$ cat src/rtl/homa_pkg.sv
// Shared Homa definitions: grant-entry layout, header constants and byte-swap helpers.
package homa_pkg;

    localparam int unsigned GRANT_ENTRY_W  = 95;
    localparam int unsigned PEER_ID_MSB    = 94;
    localparam int unsigned PEER_ID_LSB    = 81;
    localparam int unsigned RPC_ID_MSB     = 80;
    localparam int unsigned RPC_ID_LSB     = 67;
    localparam int unsigned PRIO_MSB       = 66;
    localparam int unsigned PRIO_LSB       = 64;
    localparam int unsigned OFFSET_MSB     = 63;
    localparam int unsigned OFFSET_LSB     = 32;
    localparam int unsigned MSG_LEN_MSB    = 31;
    localparam int unsigned MSG_LEN_LSB    = 0;

    localparam logic [7:0]  HOMA_GRANT     = 8'h11;
    localparam logic [7:0]  HOMA_DOFF      = 8'h80;
    localparam int unsigned GRANT_HDR_LEN  = 34;

    typedef struct packed {
        logic [13:0] peer_id;
        logic [13:0] rpc_id;
        logic [2:0]  prio;
        logic [31:0] grant_offset;
        logic [31:0] msg_len;
    } grant_entry_t;

    // Turn a big-endian value into AXIS lane order (byte 0 in bits [7:0]).
    function automatic logic [15:0] bswap16(input logic [15:0] v);
        return {v[7:0], v[15:8]};
    endfunction

    function automatic logic [31:0] bswap32(input logic [31:0] v);
        return {bswap16(v[15:0]), bswap16(v[31:16])};
    endfunction

    function automatic logic [63:0] bswap64(input logic [63:0] v);
        return {bswap32(v[31:0]), bswap32(v[63:32])};
    endfunction

endpackage

$ cat src/rtl/homa_grant_hdr_tx.sv
// Pops grant entries from an FWFT FIFO and emits each as a 34-byte Homa GRANT
// header over five beats of a 64-bit AXI-Stream master.
module homa_grant_hdr_tx
    import homa_pkg::*;
#(
    parameter logic [15:0] LOCAL_PORT = 16'd4000
) (
    input  logic        ap_clk,
    input  logic        ap_rst,
    input  logic        grant_pkt_empty_i,
    input  logic [94:0] grant_pkt_data_i,
    output logic        grant_pkt_read_en_o,
    output logic [63:0] m_axis_tdata,
    output logic [7:0]  m_axis_tkeep,
    output logic        m_axis_tvalid,
    output logic        m_axis_tlast,
    input  logic        m_axis_tready,
    output logic [31:0] grants_sent_o
);

    localparam logic [2:0] ST_IDLE = 3'd0;
    localparam logic [2:0] ST_B0   = 3'd1;
    localparam logic [2:0] ST_B1   = 3'd2;
    localparam logic [2:0] ST_B2   = 3'd3;
    localparam logic [2:0] ST_B3   = 3'd4;
    localparam logic [2:0] ST_B4   = 3'd5;

    logic [2:0]   state;
    logic [2:0]   state_next;
    grant_entry_t hold;
    logic [31:0]  sent_cnt;
    logic         last_done;
    logic         unused_msg_len;

    assign m_axis_tvalid = (state != ST_IDLE);
    assign last_done     = (state == ST_B4) && m_axis_tready;
    assign grants_sent_o = sent_cnt;
    assign unused_msg_len = ^hold.msg_len;

    // Reset gating keeps the FIFO untouched while the block is held in reset.
    assign grant_pkt_read_en_o = !ap_rst && !grant_pkt_empty_i &&
                                 ((state == ST_IDLE) || last_done);

    always_comb begin
        state_next = state;
        case (state)
            ST_IDLE: if (!grant_pkt_empty_i) state_next = ST_B0;
            ST_B0:   if (m_axis_tready) state_next = ST_B1;
            ST_B1:   if (m_axis_tready) state_next = ST_B2;
            ST_B2:   if (m_axis_tready) state_next = ST_B3;
            ST_B3:   if (m_axis_tready) state_next = ST_B4;
            ST_B4: begin
                if (m_axis_tready) begin
                    state_next = grant_pkt_empty_i ? ST_IDLE : ST_B0;
                end
            end
            default: state_next = ST_IDLE;
        endcase
    end

    always_ff @(posedge ap_clk or posedge ap_rst) begin
        if (ap_rst) begin
            state    <= ST_IDLE;
            hold     <= '0;
            sent_cnt <= '0;
        end else begin
            state <= state_next;
            if (grant_pkt_read_en_o) begin
                hold <= grant_entry_t'(grant_pkt_data_i);
            end
            if (last_done) begin
                sent_cnt <= sent_cnt + 32'd1;
            end
        end
    end

    // Beat mux: header fields are laid out big-endian, then swapped into lane order.
    always_comb begin
        m_axis_tdata = '0;
        m_axis_tkeep = '0;
        m_axis_tlast = 1'b0;
        case (state)
            ST_B0: begin
                m_axis_tdata = bswap64({LOCAL_PORT, 2'b00, hold.peer_id, 32'h0});
                m_axis_tkeep = 8'hFF;
            end
            ST_B1: begin
                m_axis_tdata = bswap64({32'h0, HOMA_DOFF, HOMA_GRANT, 16'h0});
                m_axis_tkeep = 8'hFF;
            end
            ST_B2: begin
                // Checksum bytes and the upper half of the 64-bit RPC id: all zero.
                m_axis_tdata = '0;
                m_axis_tkeep = 8'hFF;
            end
            ST_B3: begin
                m_axis_tdata = bswap64({18'h0, hold.rpc_id, hold.grant_offset});
                m_axis_tkeep = 8'hFF;
            end
            ST_B4: begin
                m_axis_tdata = {48'h0, bswap16({5'b0, hold.prio, 8'h00})};
                m_axis_tkeep = 8'h03;
                m_axis_tlast = 1'b1;
            end
            default: begin
                m_axis_tdata = '0;
                m_axis_tkeep = '0;
                m_axis_tlast = 1'b0;
            end
        endcase
    end

endmodule

$ cat config.mk
export PLATFORM = sky130hd
export DESIGN_NAME = homa_grant_hdr_tx
export DESIGN_NICKNAME = d
export VERILOG_FILES = /design/src/rtl/homa_pkg.sv /design/src/rtl/homa_grant_hdr_tx.sv
export SDC_FILE = /design/constraint.sdc
export NUM_CORES = 1
export LEC_CHECK = 0
export ABC_CLOCK_PERIOD_IN_PS = 8700
export CAP_MARGIN = 20
export CORE_MARGIN = 2
export CORE_UTILIZATION = 46
export DETAILED_ROUTE_END_ITERATION = 16
export PLACE_DENSITY = 0.93
export SLEW_MARGIN = 20
export SYNTH_ARGS = -nofsm -noshare
export SYNTH_HDL_FRONTEND = slang
export SYNTH_SLANG_ARGS = --single-unit
export TNS_END_PERCENT = 1
$ cat constraint.sdc
create_clock -name ap_clk -period 8.7 [get_ports ap_clk]
set_input_delay 1.74 -clock ap_clk [delete_from_list [all_inputs] [get_ports ap_clk]]
set_output_delay 1.74 -clock ap_clk [all_outputs]
set_load 0.02 [all_outputs]
After elaboration in Yosys (flattened, before gate mapping) --
Cells that the tools add are included.
Storage, ports and cells: bits in registers 98, bits of input ports 99, output and inout bits 107, logic and storage cells 39
Cells by class: add/subtract/negate cells 1, eq/ne operators 11, multiplexer cells 11, reductions and logical operators 10
Operators by type and width (count):
- 64-bit case mux with 4 select lines | 1
- 32-bit by 1-bit adder with 32-bit output, second input constant | 1
- 3-bit two-way mux | 6
- 3-bit case mux with 6 select lines | 1
- 8-bit case mux with 2 select lines | 1
- 2-bit != test, second input constant | 6
- 3-bit by 2-bit equality test with 1-bit output, second input constant | 2
- 3-bit equality test, second input constant | 2
- 6-bit AND reduction | 1
- 4-bit OR reduction | 1
- 3-bit by 1-bit equality test with 1-bit output, second input constant | 1
- 1-bit logical AND | 3
- 3-bit logical NOT | 1
- 3-bit nonzero test | 1
- 1-bit logical NOT | 2
- 1-bit two-way mux | 2
- 1-bit logical OR | 1

Logic depth before layout (Yosys ltp) --
depth in word-level cells 4, gate-level depth with buffers 6, depth with buffers taken out 5

Worst setup path after synthesis --
No wires, ideal clock.
kind input to output, start point input port m_axis_tready, end point output port grant_pkt_read_en_o, data arrival time 2.779 ns, data required time 6.960 ns, setup slack 4.181 ns, stages on the path 5, buffers on the path 2, cells stage by stage and2_1 > buf_6 > a21oi_2 > nor4_4 > buf_6
On the way: word-level cells in the longest chain between the ends 3
Ends and longest elaborated chain:
- start: declaration | RTL line homa_grant_hdr_tx.sv:17 | input logic m_axis_tready,
- 1-bit logical AND | RTL line homa_grant_hdr_tx.sv:36 | assign last_done = (state == ST_B4) && m_axis_tready;
- 1-bit logical OR | RTL line homa_grant_hdr_tx.sv:42 | ((state == ST_IDLE) || last_done);
- 1-bit logical AND | RTL line homa_grant_hdr_tx.sv:41 | assign grant_pkt_read_en_o = !ap_rst && !grant_pkt_empty_i &&
- end: declaration | RTL line homa_grant_hdr_tx.sv:12 | output logic grant_pkt_read_en_o,
Every way passes these cells.

Final worst setup path --
Same ends and word-level chain as after synthesis.

==> impl_metrics.csv <==
group,metric,value,unit
logic_synthesis,netlist_area,4840,sq um
critical_path,end_kind,"primary output",
run_status,status,"finished, final reports clean",
logic_synthesis,async_flop_share,1.00,
critical_path,critPathKind,"input pin to primary output",
timing,holdWs,0.485,ns
flow_run,drv_cap,0,
floorplanning,start_util,0.471,
placed_design,place.gp.congestion,0.849,
floorplanning,die_width,107,um
floorplanning,coreArea,10300,sq um
power,clkPwrFrac,0.141,
route,via_count,3395,
clock_network,clock-root-buffer,"clkbuf_8",
route,wl_per_cell,16.8,um
route,wl,11.2,mm
timing,fin_skew,0.0127,ns
critical_path,path_max_fanout,5,
critical_path,cpMostUsedCell,"clkdlybuf4s50_1",
power,pwr-share-comb,0.486,
placed_design,portBuffers,161,
power,p_switching,0.000688,W
logic_synthesis,synthSimpleGateAreaFrac,0.136,
route,drt-vias-per-instance,5.11,
clock_network,cts_tree,"built",
logic_synthesis,synthXorXnorAreaFrac,0.0597,
floorplanning,die_area,11400,sq um
floorplanning,rows,37,
power,power.density,299,nW/um^2
route,drt_pass1_iterations,4,
layout,drive_gt1_frac,0.174,
timing,min_period,5.34,ns
timing,fmax,187,MHz
logic_synthesis,synth_top_family_by_area,"multiplexers",
route,drtIter0Drc,173,
timing,period_share,0.614,
logic_synthesis,synth_compound_area_frac,0.0378,
placed_design,dp_hpwl,8.25,mm
route,ant_nets,0,
placed_design,dp.cells,650,
grt,antenna_found_initial,0,
timing,worstMarginPinSlew,0.900,ns
floorplanning,dieHeight,107,um
clock_network,clock_sinks,98,
critical_path,start_kind,"input pin",
floorplanning,io_pins,206,
logic_synthesis,synth_cell_type_count,36,
layout,diodes,0,
grt,grt_pass1_wl,18.1,mm
timing,slew_viol_final,0,
grt,grt_start_max_net_pins,54,
timing,finalSetupTns,0,ns
grt,grt_remaining_overflow,0,
timing,hold_viol,0,
clock_network,postCtsSetupBuffers,0,
logic_synthesis,ys_warn_count,0,
critical_path,cp_data_required_time,6.96,ns
clock_network,post_cts_resized,0,
logic_synthesis,synth_edf_count,0,
layout,final_cell_mix,"clkdlybuf4s50_1 (161), dfrtp_1 (98), mux2_4 (59), and2_1 (33), xnor2_1 (27)",
clock_network,holdBufCountCts,0,
power,seqPwrFrac,0.373,
critical_path,path_buf_inv,2,
route,drc,0,
clock_network,htree_levels,3,
power,vdd_ir_drop_max,0.179,mV
power,leakage,2.81,nW
grt,grt_use_total,0.200,
logic_synthesis,synth.area.mux_share,0.197,
logic_synthesis,synth_fa_ha_area_frac,0.00259,
critical_path,crit_slowest_cell,"clkdlybuf4s50_1",
logic_synthesis,ys_seq_area_frac,0.507,
critical_path,crit_family,"buffers and inverters",
power,p_int,0.00129,W
logic_synthesis,synth_seq_cells,98,
timing,setup_viol,0,
layout,nets,625,
layout,num-fill-cells,798,
clock_network,numCtsBuffers,9,
timing,rsz0062_at_grt,"no",
layout,area_growth,36.6,%
logic_synthesis,synth_flop_cell,"dfrtp_1",
grt,grt_pass1_vias,3599,
clock_network,clk_pin_slew_worst_paths,0.09,ns
power,total_power,0.00198,W
layout,final_common_cell,"clkdlybuf4s50_1",
critical_path,crit_path_max_incr_delay,0.71,ns
min_path,worstHoldPathType,"flip-flop to flip-flop",
timing,slew_headroom,0.397,
critical_path,timing.critical_path.cells,"clkdlybuf4s50_1, and2_1, a21oi_2, nor4_4, clkdlybuf4s50_1",
critical_path,worstPathArrival,3.60,ns
power,p_sw_frac,0.348,
logic_synthesis,syn_area_per_cell,12.9,sq um
clock_network,clk_path_buf_depth,2,
layout,layoutNonFillerInstCount,664,
logic_synthesis,synthCells,375,
clock_network,clk_latency,0.35,ns
[worst register-to-register path: cells and delay by family, from the launching register on]
family | cells | cell delay [ns]
buffers and inverters | 2 | 1.10
AND/OR/NAND/NOR | 2 | 0.57
flip-flops | 1 | 0.57
multiplexers | 1 | 0.45
AO/OA/AOI/OAI | 1 | 0.11
[worst paths after layout]
check | startpoint | end | slack [ns] | cells after the start
min in group asynchronous | ap_rst | hold[72] | 1.90 | 2
max in group asynchronous | ap_rst | grants_sent_o[5] | 5.73 | 3
setup reg to reg | state[0] | hold[90] | 5.79 | 6
setup / recovery | m_axis_tready | grant_pkt_read_en_o | 3.36 | 5
hold / removal | grants_sent_o[31] | grants_sent_o[31] | 0.48 | 1
hold reg to reg | grants_sent_o[31] | grants_sent_o[31] | 0.48 | 1
[per-layer routing]
layer / routed length, um / track usage
met1: 4730 / 0.257
met2: 5730 / 0.346
met3: 483 / 0.0264
met4: 214 / 0.0751
met5: 0 / 0
[layout make-up]
class / instances / area (sq um) / area share
clock buffers: 9 / 124 / 0.0187
repair buffers: 165 / 1640 / 0.248
clock inverters: 5 / 57.6 / 0.00871
flip-flops and latches: 98 / 2450 / 0.371
well taps: 136 / 170 / 0.0257
inverters: 5 / 21.3 / 0.00322
multi-input cells: 246 / 2140 / 0.324
[cell usage after synthesis (2+ instances only)]
library cell | instances | area share
xnor2_1 | 27 | 0.049
nand2b_1 | 3 | 0.0039
nor3_1 | 2 | 0.0021
mux2_2 | 5 | 0.012
buf_4 | 20 | 0.031
xor2_1 | 6 | 0.011
mux2_4 | 59 | 0.18
nor4_2 | 2 | 0.0052
nor2_1 | 15 | 0.012
dfrtp_1 | 98 | 0.51
buf_2 | 4 | 0.0041
nand4_1 | 17 | 0.022
a22o_1 | 14 | 0.025
inv_1 | 5 | 0.0039
and4_1 | 3 | 0.0054
and3_1 | 4 | 0.0052
a21oi_1 | 7 | 0.0072
buf_6 | 7 | 0.016
nand3_1 | 10 | 0.010
and2_1 | 33 | 0.043
clkbuf_1 | 6 | 0.0047
nand2_1 | 14 | 0.011
[power groups by stage]
stage	clock [W]	sequential (W)	combinational (W)
floorplan	0	0.000703	0.000684
global placement	0	0.000730	0.000940
detailed placement	0	0.000741	0.000967
CTS	0.000285	0.000738	0.000970
global route	0.000303	0.000764	0.00102
finish	0.000278	0.000739	0.000962
[cells by family (layout without fill, tap and decap cells)]
| family | after synthesis | after routing |
|---|---|---|
| muxes | 65 | 65 |
| adders and majority gates | 1 | 1 |
| AOI/OAI and AO/OA | 24 | 24 |
| buffers and inverters | 42 | 184 |
| xor gates and xnor gates | 33 | 33 |
| DFF | 98 | 98 |
| other | 1 | 12 |
| and+or+nand+nor | 111 | 111 |
[registers in the layout, indices dropped and copies added, names as in the netlist]
signal         flops
hold              63
grants_sent_o     32
state              3
[stage by stage]
stage	util	area (sq um)	setup slack (ns)
finish	0.643	6610	3.36
global route	0.643	6610	3.28
CTS	0.643	6610	3.33
detailed placement	0.625	6420	3.33
global placement	0.625	6420	3.38
floorplan	-	4880	4.18
Power figures use the tool's default switching activity.
